### config.mk
export PLATFORM = sky130hd
export DESIGN_NAME = apu_frame_sequencer
export DESIGN_NICKNAME = d
export VERILOG_FILES = /design/src/rtl/apu_pkg.sv /design/src/rtl/apu_frame_sequencer.sv
export SDC_FILE = /design/constraint.sdc
export NUM_CORES = 1
export LEC_CHECK = 0
export ABC_CLOCK_PERIOD_IN_PS = 2100
export CAP_MARGIN = 0
export CELL_PAD_IN_SITES_DETAIL_PLACEMENT = 0
export CELL_PAD_IN_SITES_GLOBAL_PLACEMENT = 1
export CORE_MARGIN = 3
export CORE_UTILIZATION = 44
export CTS_CLUSTER_SIZE = 40
export DETAILED_ROUTE_END_ITERATION = 6
export PLACE_DENSITY_LB_ADDON = 0.1
export SLEW_MARGIN = 30
export SYNTH_ARGS = -nofsm -noshare
export SYNTH_HDL_FRONTEND = slang
export SYNTH_SLANG_ARGS = --single-unit
### constraint.sdc
create_clock -name clk -period 2.1 [get_ports clk]
set_clock_uncertainty 0.05 [all_clocks]
set_input_delay 0.21 -clock clk [delete_from_list [all_inputs] [get_ports clk]]
set_output_delay 0.21 -clock clk [all_outputs]
set_load 0.01 [all_outputs]
### src/rtl/apu_pkg.sv
// Shared constants for the APU frame sequencer: default step tick counts,
// sequence mode encoding and post-write reset delay.
package apu_pkg;

    localparam int unsigned CNT_W = 16;
    localparam int unsigned DLY_W = 3;

    localparam int unsigned STEP1 = 7457;
    localparam int unsigned STEP2 = 14913;
    localparam int unsigned STEP3 = 22371;
    localparam int unsigned STEP4 = 29829;
    localparam int unsigned STEP5 = 37281;

    localparam int unsigned WRITE_DELAY = 3;

    localparam logic MODE_4STEP = 1'b0;
    localparam logic MODE_5STEP = 1'b1;

endpackage

### src/rtl/apu_frame_sequencer.sv
// APU frame sequencer: 4/5-step tick counter issuing quarter/half-frame strobes,
// delayed counter reset after a config write, and frame IRQ (macro APU_FRAME_IRQ_EN).
module apu_frame_sequencer #(
    parameter int unsigned STEP1       = apu_pkg::STEP1,
    parameter int unsigned STEP2       = apu_pkg::STEP2,
    parameter int unsigned STEP3       = apu_pkg::STEP3,
    parameter int unsigned STEP4       = apu_pkg::STEP4,
    parameter int unsigned STEP5       = apu_pkg::STEP5,
    parameter int unsigned WRITE_DELAY = apu_pkg::WRITE_DELAY
) (
    input  logic clk,
    input  logic rst_n,
    input  logic tick,
    input  logic cfg_we,
    input  logic cfg_mode,
    input  logic cfg_irq_inhibit,
    input  logic irq_ack,
    output logic quarter_frame,
    output logic half_frame,
    output logic irq,
    output logic mode,
    output logic reset_pending
);
    import apu_pkg::*;

    localparam logic [CNT_W-1:0] S1 = CNT_W'(STEP1);
    localparam logic [CNT_W-1:0] S2 = CNT_W'(STEP2);
    localparam logic [CNT_W-1:0] S3 = CNT_W'(STEP3);
    localparam logic [CNT_W-1:0] S4 = CNT_W'(STEP4);
    localparam logic [CNT_W-1:0] S5 = CNT_W'(STEP5);
    localparam logic [DLY_W-1:0] DLY_INIT = DLY_W'(WRITE_DELAY);
    localparam logic [DLY_W-1:0] DLY_ONE  = DLY_W'(1);

    logic [CNT_W-1:0] cnt_q, cnt_d;
    logic [DLY_W-1:0] dly_q, dly_d;
    logic             mode_q, mode_d;
    logic             quarter_q, quarter_d;
    logic             half_q, half_d;

    logic hit_s1, hit_s2, hit_s3, hit_s4, hit_s5;
    logic last_hit;
    logic dly_done;
    logic decode_en;

    // A tick in the write cycle restarts the delay instead of consuming it.
    always_comb begin
        hit_s1    = (cnt_q == S1);
        hit_s2    = (cnt_q == S2);
        hit_s3    = (cnt_q == S3);
        hit_s4    = (cnt_q == S4);
        hit_s5    = (cnt_q == S5);
        last_hit  = (mode_q == MODE_5STEP) ? hit_s5 : hit_s4;
        dly_done  = tick && !cfg_we && (dly_q == DLY_ONE);
        decode_en = tick && !dly_done;
    end

    always_comb begin
        cnt_d = cnt_q;
        if (tick) begin
            if (dly_done || last_hit) begin
                cnt_d = '0;
            end else begin
                cnt_d = cnt_q + CNT_W'(1);
            end
        end
    end

    always_comb begin
        dly_d = dly_q;
        if (cfg_we) begin
            dly_d = DLY_INIT;
        end else if (tick && (dly_q != '0)) begin
            dly_d = dly_q - DLY_ONE;
        end
    end

    assign mode_d = cfg_we ? cfg_mode : mode_q;

    // Step decode uses the mode in effect before any same-cycle write.
    always_comb begin
        quarter_d = 1'b0;
        half_d    = 1'b0;
        if (decode_en) begin
            case (mode_q)
                MODE_4STEP: begin
                    quarter_d = hit_s1 | hit_s2 | hit_s3 | hit_s4;
                    half_d    = hit_s2 | hit_s4;
                end
                MODE_5STEP: begin
                    quarter_d = hit_s1 | hit_s2 | hit_s3 | hit_s5;
                    half_d    = hit_s2 | hit_s5;
                end
                default: begin
                    quarter_d = 1'b0;
                    half_d    = 1'b0;
                end
            endcase
        end
        if (dly_done && (mode_q == MODE_5STEP)) begin
            quarter_d = 1'b1;
            half_d    = 1'b1;
        end
    end

    always_ff @(posedge clk or negedge rst_n) begin
        if (!rst_n) begin
            cnt_q     <= '0;
            dly_q     <= '0;
            mode_q    <= 1'b0;
            quarter_q <= 1'b0;
            half_q    <= 1'b0;
        end else begin
            cnt_q     <= cnt_d;
            dly_q     <= dly_d;
            mode_q    <= mode_d;
            quarter_q <= quarter_d;
            half_q    <= half_d;
        end
    end

`ifdef APU_FRAME_IRQ_EN
    logic inhibit_q, inhibit_d;
    logic irq_q, irq_d;
    logic irq_set, irq_clr;

    // Set beats clear when both land on the same edge.
    always_comb begin
        irq_set   = decode_en && (mode_q == MODE_4STEP) && hit_s4 && !inhibit_q;
        irq_clr   = irq_ack || (cfg_we && cfg_irq_inhibit);
        irq_d     = irq_set || (irq_q && !irq_clr);
        inhibit_d = cfg_we ? cfg_irq_inhibit : inhibit_q;
    end

    always_ff @(posedge clk or negedge rst_n) begin
        if (!rst_n) begin
            inhibit_q <= 1'b0;
            irq_q     <= 1'b0;
        end else begin
            inhibit_q <= inhibit_d;
            irq_q     <= irq_d;
        end
    end

    assign irq = irq_q;
`else
    logic unused_irq_inputs;
    assign unused_irq_inputs = cfg_irq_inhibit ^ irq_ack;
    assign irq = 1'b0;
`endif

    assign quarter_frame = quarter_q;
    assign half_frame    = half_q;
    assign mode          = mode_q;
    assign reset_pending = (dly_q != '0);

endmodule

==> impl_results.md <==
- Outcome: complete, no violations
- Switching share of power: 33.5%
- DR iter-0 viols: 49
- Endpoints failing setup: 0
- Synth Flop Type: dfrtp_1
- Filler cells: 257
- Cell-internal power: roughly 730 uW
- Syn-to-layout area delta: 17.3%
- Num rows: 19
- Share of layout cells above drive strength 1: 22.5%
- I/O Buffers: 8
- Final Hold Fails: 0
- Slew Limit Fails: 0
- Reg area: 551 sq um
- Worst min path class: in2async
- Die width: 61.3 microns
- Die area: 3760 sq um
- Sw power: 368 uW
- Post-detail-place hpwl: 2150 microns
- Tcrit/Tclk final: a little over nine tenths
- CTS Root Cell: clkbuf_4
- Post-Synth XOR/XNOR Area: approximately 7.8%
- Synth Area in Compound Gates: 8.08%
- Seq pwr share: 49.5%
- Setup crit end kind: flip-flop
- TritonCTS buffer count: 3
- Most common cell in the netlist: dfrtp_1
- Post-Syn Area per Cell: 9.56 sq um
- Fmax: 0.500 GHz
- Multi-input logic area: around 740 sq um
- Nets: 173
- Mux cell area share after synthesis: 0.836%
- IR drop worst, VDD: around 0.37 mV
- Synth Warn #: 0
- Combinational power share: roughly 28%
- Seq/Total Area, Yosys: 40.9%
- Top-Level Pins: 12
- Antenna violations before repair: 0
- First-pass GRT wire length: 4950 microns
- CTS tree: built
- DRT Wirelength: 2880 microns
- Max stage delay cell, worst path: or4b_4
- Area share of fa/ha/maj cells after synthesis: 4.64%
- Avg WL per Cell: 15.1 microns
- Cts-stage hold buffer count: 0
- Required @ worst endpoint: 2.27 ns
- Post-synth top area share: 40.9%
- Largest family of logic cells by synthesized area: simple AND/OR/NAND/NOR gates
- Final GP Congestion: around 0.79
- Pre-CTS setup slack: roughly 0.11 ns
- Post-route ant nets: 0
- #FFs+latches synth: 22
- Pwr/cell area: 696 nW/um^2
- Postcts setup bufs: 0
- DRC viols: 0
- Pin count of the biggest net entering global routing: 23
- CP max FO: 11
- RSZ-0062 raised after global routing: false
- CTS sink cnt: 22
- Synth unique cells: 43
- WHS: around 0.16 ns
- Starting Density: 47.6%
- Final worst slack: 0.0987 ns
- Clock-pin slew on the worst setup and hold paths: 0.14 ns
- Final TNS setup: 0 ns
- Vias in the first global route: 1039
- Ys async rst share: 100%
- Clock power frac: 22.9%
- CP bufs+invs: 1
- Yosys top cell by area: dfrtp_1
- Mapped Cells: 141
- Die Ht: ~60 microns
- CP arrival: 2.17 ns
- Commonest cells in the netlist: dfrtp_1, nand2_1, nor2_2
- Htree depth: 1
- Tot GR Track Use: between 15 and 20%
- Syn Nets: 153
- Clk Latency, worst-skew pair: around 0.32 ns
- Vias per cell: 5.55
- Clk buf depth: 2
- Setup CP Type: reg2reg
- Total grt overflow: 0
- Delay-heaviest family, CP: simple AND/OR/NAND/NOR gates
- CP peak stage delay: around 0.56 ns
- Simple logic cell fraction of the synthesized area: 33.0%
- Core Footprint: ~2800 sq um
- Final worst path period need: 2.00 ns
- Maxcap violations: 0
- Vias: about 1.1k
- Syn Std Cell Area: 1350 sq um
- Setup crit start kind: flip-flop
- EDFF count, synth: 0
- Area contributors post-synth: dfrtp_1, xnor2_1, nor2_2
- Pleak: just over 0.7 nW
- Ant diodes: 0
- First-pass detailed-route iteration total: 4
- Post-CTS sizing: 0
- Worst-path cell chain: or4b_4, nor4_4, a31oi_2, a21boi_2, buf_12, nor2_2
registers in the layout (all words and copies together), names as in the netlist:
name and flops:
mode 1, dly_q 3, quarter_frame 1, half_frame 1, cnt_q 16
per-layer routing:
metal  track usage, %  vias to the layer above  share of wire, %
met5                0                        -                 0
met4             6.36                        0               1.0
met3             2.10                        4               2.9
met2             27.0                       12                46
met1             26.0                      513                50
li1                 -                      531                 -
placed cells by master, fill, tap and decap left out, types with 3 or more instances in the layout:
cell type / netlist / final
clkbuf_4: 0 / 3
o21ai_1: 3 / 3
nor2_2: 11 / 11
nand3_1: 3 / 3
nor2_1: 9 / 9
nand4_1: 6 / 6
buf_4: 1 / 12
ha_1: 5 / 5
nand2b_1: 3 / 3
xnor2_1: 8 / 8
inv_1: 7 / 7
and3_1: 3 / 3
clkdlybuf4s50_1: 0 / 8
nor3_1: 7 / 7
nand2_1: 14 / 14
dfrtp_1: 22 / 22
xor2_1: 4 / 4
kinds of logic (layout without fill, tap and decap cells):
family / Yosys count / count (layout)
AND/OR/NAND/NOR: 72 / 72
flip-flops: 22 / 22
other: 1 / 1
buffers and inverters: 13 / 32
adder cells (fa/ha/maj): 5 / 5
AO/OA/AOI/OAI: 15 / 15
XOR/XNOR: 12 / 12
multiplexers: 1 / 1
stage by stage:
step | instance area [sq um] | total power, mW | util, % | cells
after global placement | 1540 | 0.839 | 54.5 | 187
after detailed placement | 1540 | 0.855 | 54.5 | 187
final | 1580 | 1.10 | 55.9 | 191
after floorplan | 1350 | 0.730 | - | 141
after global routing | 1580 | 1.17 | 55.9 | 191
after CTS | 1580 | 1.10 | 55.8 | 191
area by class of cell:
type,count,share of cell area [%]
multi-input combinational,106,46.7
sequential,22,34.8
timing repair buffer,21,12.0
tap,31,2.45
clock buffer,4,2.30
inverter,7,1.66
final timing paths:
kind	from	to	slack, ns	cells past startpoint
setup reg to reg	cnt_q[3]	cnt_q[9]	0.1	6
min in group clk	cfg_mode	mode	0.44	2
setup / recovery	cnt_q[3]	cnt_q[9]	0.1	6
max in group asynchronous	rst_n	mode	1.62	2
hold reg to reg	dly_q[1]	dly_q[1]	0.46	1
hold / removal	rst_n	cnt_q[3]	0.16	2
power groups by stage:
| stage | Combinational [mW] | Sequential [mW] | Clock, mW |
|---|---|---|---|
| after global routing | 0.345 | 0.552 | 0.275 |
| after floorplan | 0.177 | 0.553 | 0 |
| after global placement | 0.291 | 0.549 | 0 |
| after detailed placement | 0.303 | 0.552 | 0 |
| after CTS | 0.304 | 0.543 | 0.252 |
| final | 0.303 | 0.544 | 0.252 |
Power figures use the tool's default switching activity.
==> patch, RTL diff (same settings) <==
The option `APU_FRAME_IRQ_EN` is turned on by a define.
--- a/src/rtl/apu_frame_sequencer.sv
+++ b/src/rtl/apu_frame_sequencer.sv
@@ -1,5 +1,7 @@
 // APU frame sequencer: 4/5-step tick counter issuing quarter/half-frame strobes,
 // delayed counter reset after a config write, and frame IRQ (macro APU_FRAME_IRQ_EN).
+`define APU_FRAME_IRQ_EN
+
 module apu_frame_sequencer #(
     parameter int unsigned STEP1       = apu_pkg::STEP1,
     parameter int unsigned STEP2       = apu_pkg::STEP2,
Function: same outputs for any inputs over 10 cycles, from zero or initial values and one cycle with rst_n low; that may be too few to reach the edited logic, so the function may still have changed.
==> patch against the unedited design <==
Power up 5.0%; first-iteration DRC count grew 53%; maximum frequency grew 4.3%; critical path type unchanged; global-route usage rose by 2.0 points; sequential cell count grew 2; setup slack gained 0.083 ns; wire length is 26% higher; area after synthesis increased by 8.4%; design area increased by 9.3%.
==> patch: results (changes against the unedited design) <==
Run status
  • Status: complete, no violations (unchanged)

Layout
  • Final nets: 189 (was 173)
  • Biggest regs: cnt_q x16, dly_q x3 (unchanged)
  • Share of layout cells above drive strength 1: 16.00% (was 22.50%)

Drt
  • Drt pass-1 iters: 5 (was 4)
  • WL final: 3622 µm (was 2882 µm)
  • Via count: 1264 (was 1060)
  • Via density per instance: 5.772 (was 5.550)
  • Initial DRC Count: 75 (was 49)

GRT
  • Wire length of the first global-routing pass: 6168 µm (was 4954 µm)
  • Overflow after GRT: 0 (unchanged)
  • Largest net degree at the start of global routing: 25 (was 23)
  • Total GRT Usage: 19.72% (was 17.75%)
  • Initial antenna violation count: 0 (unchanged)

Place
  • DP Worst Slack: 0.1070 ns (was 0.1116 ns)
  • Placer congestion estimate: 0.8148 (was 0.7930)
  • PortBufs: 11 (was 8)
  • DP HPWL: 2689 µm (was 2147 µm)
  • Placed Cells: 216 (was 187)
  • Placed cell area: 0.001703 mm² (was 0.001541 mm²)

Worst setup path
  • Crit-path slowest cell: or4bb_4 (was or4b_4)
  • Max incr delay on CP: 0.59 ns (was 0.56 ns)
  • Critical Path Source: cnt_q[14] (was cnt_q[3])
  • Worst r2r dst: cnt_q[0] (was cnt_q[9])
  • R2R depth: 5 (was 6)
  • CP max FO: 6 (was 11)
  • Flop2flop setup slack: 0.18 ns (was 0.1 ns)
  • Crit-path leading delay family: simple AND/OR/NAND/NOR gates (unchanged)

Clock tree
  • Setup repair bufs after CTS: 0 (unchanged)

Synth
  • Post-synthesis sequential area ratio: 41.10% (was 40.85%)
  • Most frequent cells after synthesis: dfrtp_1, nor2_1, nand2_1, a21oi_1, nand3_1 (was dfrtp_1, nand2_1, nor2_2, nor2_1, xnor2_1)
  • Syn_area_per_cell: 9.490 µm² (was 9.557 µm²)
  • Synth Flop Type: dfrtp_1 (unchanged)
  • Synth area leaders: dfrtp_1, ha_1, xor2_1, nor2_1, a21oi_1 (was dfrtp_1, xnor2_1, nor2_2, ha_1, nand2_1)
  • Syn nets: 166 (was 153)

Power and ir drop
  • Static leakage: 0.7876 nW (was 0.7175 nW)
  • Max VDD drop: 0.4676 mV (was 0.3692 mV)

STA
  • Hold slack final: 0.1793 ns (was 0.1649 ns)
-- patch: changes by cell type in the layout (fill, tap and decap cells not counted), sizes merged, moves of 3 or more --
cell,before,now
nor2,20,12
a21oi,1,8
xnor2,8,1
nor3,7,1
nand3,3,8
nand2,14,10
nand3b,0,4
a31oi,3,0
and4,1,4
buf,13,16
clkdlybuf4s50,8,11
-- patch: layout make-up --
cell class / count / area [µm²]
clock buffers: 3 / 22.52
flip-flops and latches: 24 / 600.6
inverters: 6 / 22.52
well taps: 44 / 55.05
multi-input cells: 115 / 795.8
fillers: 322 / 1376
repair buffers: 27 / 230.2
-- patch: kinds of logic (layout without fill, tap and decap cells) --
kind of cell	count (synthesis)	in the layout	synth area share, %
and+or+nand+nor	76	76	32.28
AOI/OAI and AO/OA	25	25	12.16
DFF	24	24	41.10
buffers and inverters	15	36	4.537
xor gates and xnor gates	7	7	4.195
adders and majority gates	5	5	4.281
muxes	2	2	1.455
-- patch: metal layers --
| layer | track usage [%] | wire, µm |
|---|---|---|
| met1 | 25.70 | 1634 |
| met2 | 34.16 | 1849 |
| met3 | 1.783 | 85 |
| met4 | 6.469 | 53 |
| met5 | 0 | 0 |
-- patch: worst max-delay path by stage --
stage,to,slack [ns]
2_1_floorplan,cnt_q[15],0.19
3_3_place_gp,cnt_q[13],0.12
3_5_place_dp,cnt_q[10],0.11
4_1_cts,cnt_q[10],0.09
5_1_grt,cnt_q[1],0.07
6_report,cnt_q[0],0.18
-- patch: repair_timing --
item	in CTS	in global routing
endpoints found under the setup margin	0	1
hold buffers	0	0
gates resized for setup	0	1
-- patch: power breakdown --
part           total (W)  internal [W]  switching [W]
clock network   0.000211     0.0000672       0.000143
registers       0.000581      0.000521      0.0000602
logic           0.000362      0.000170       0.000192
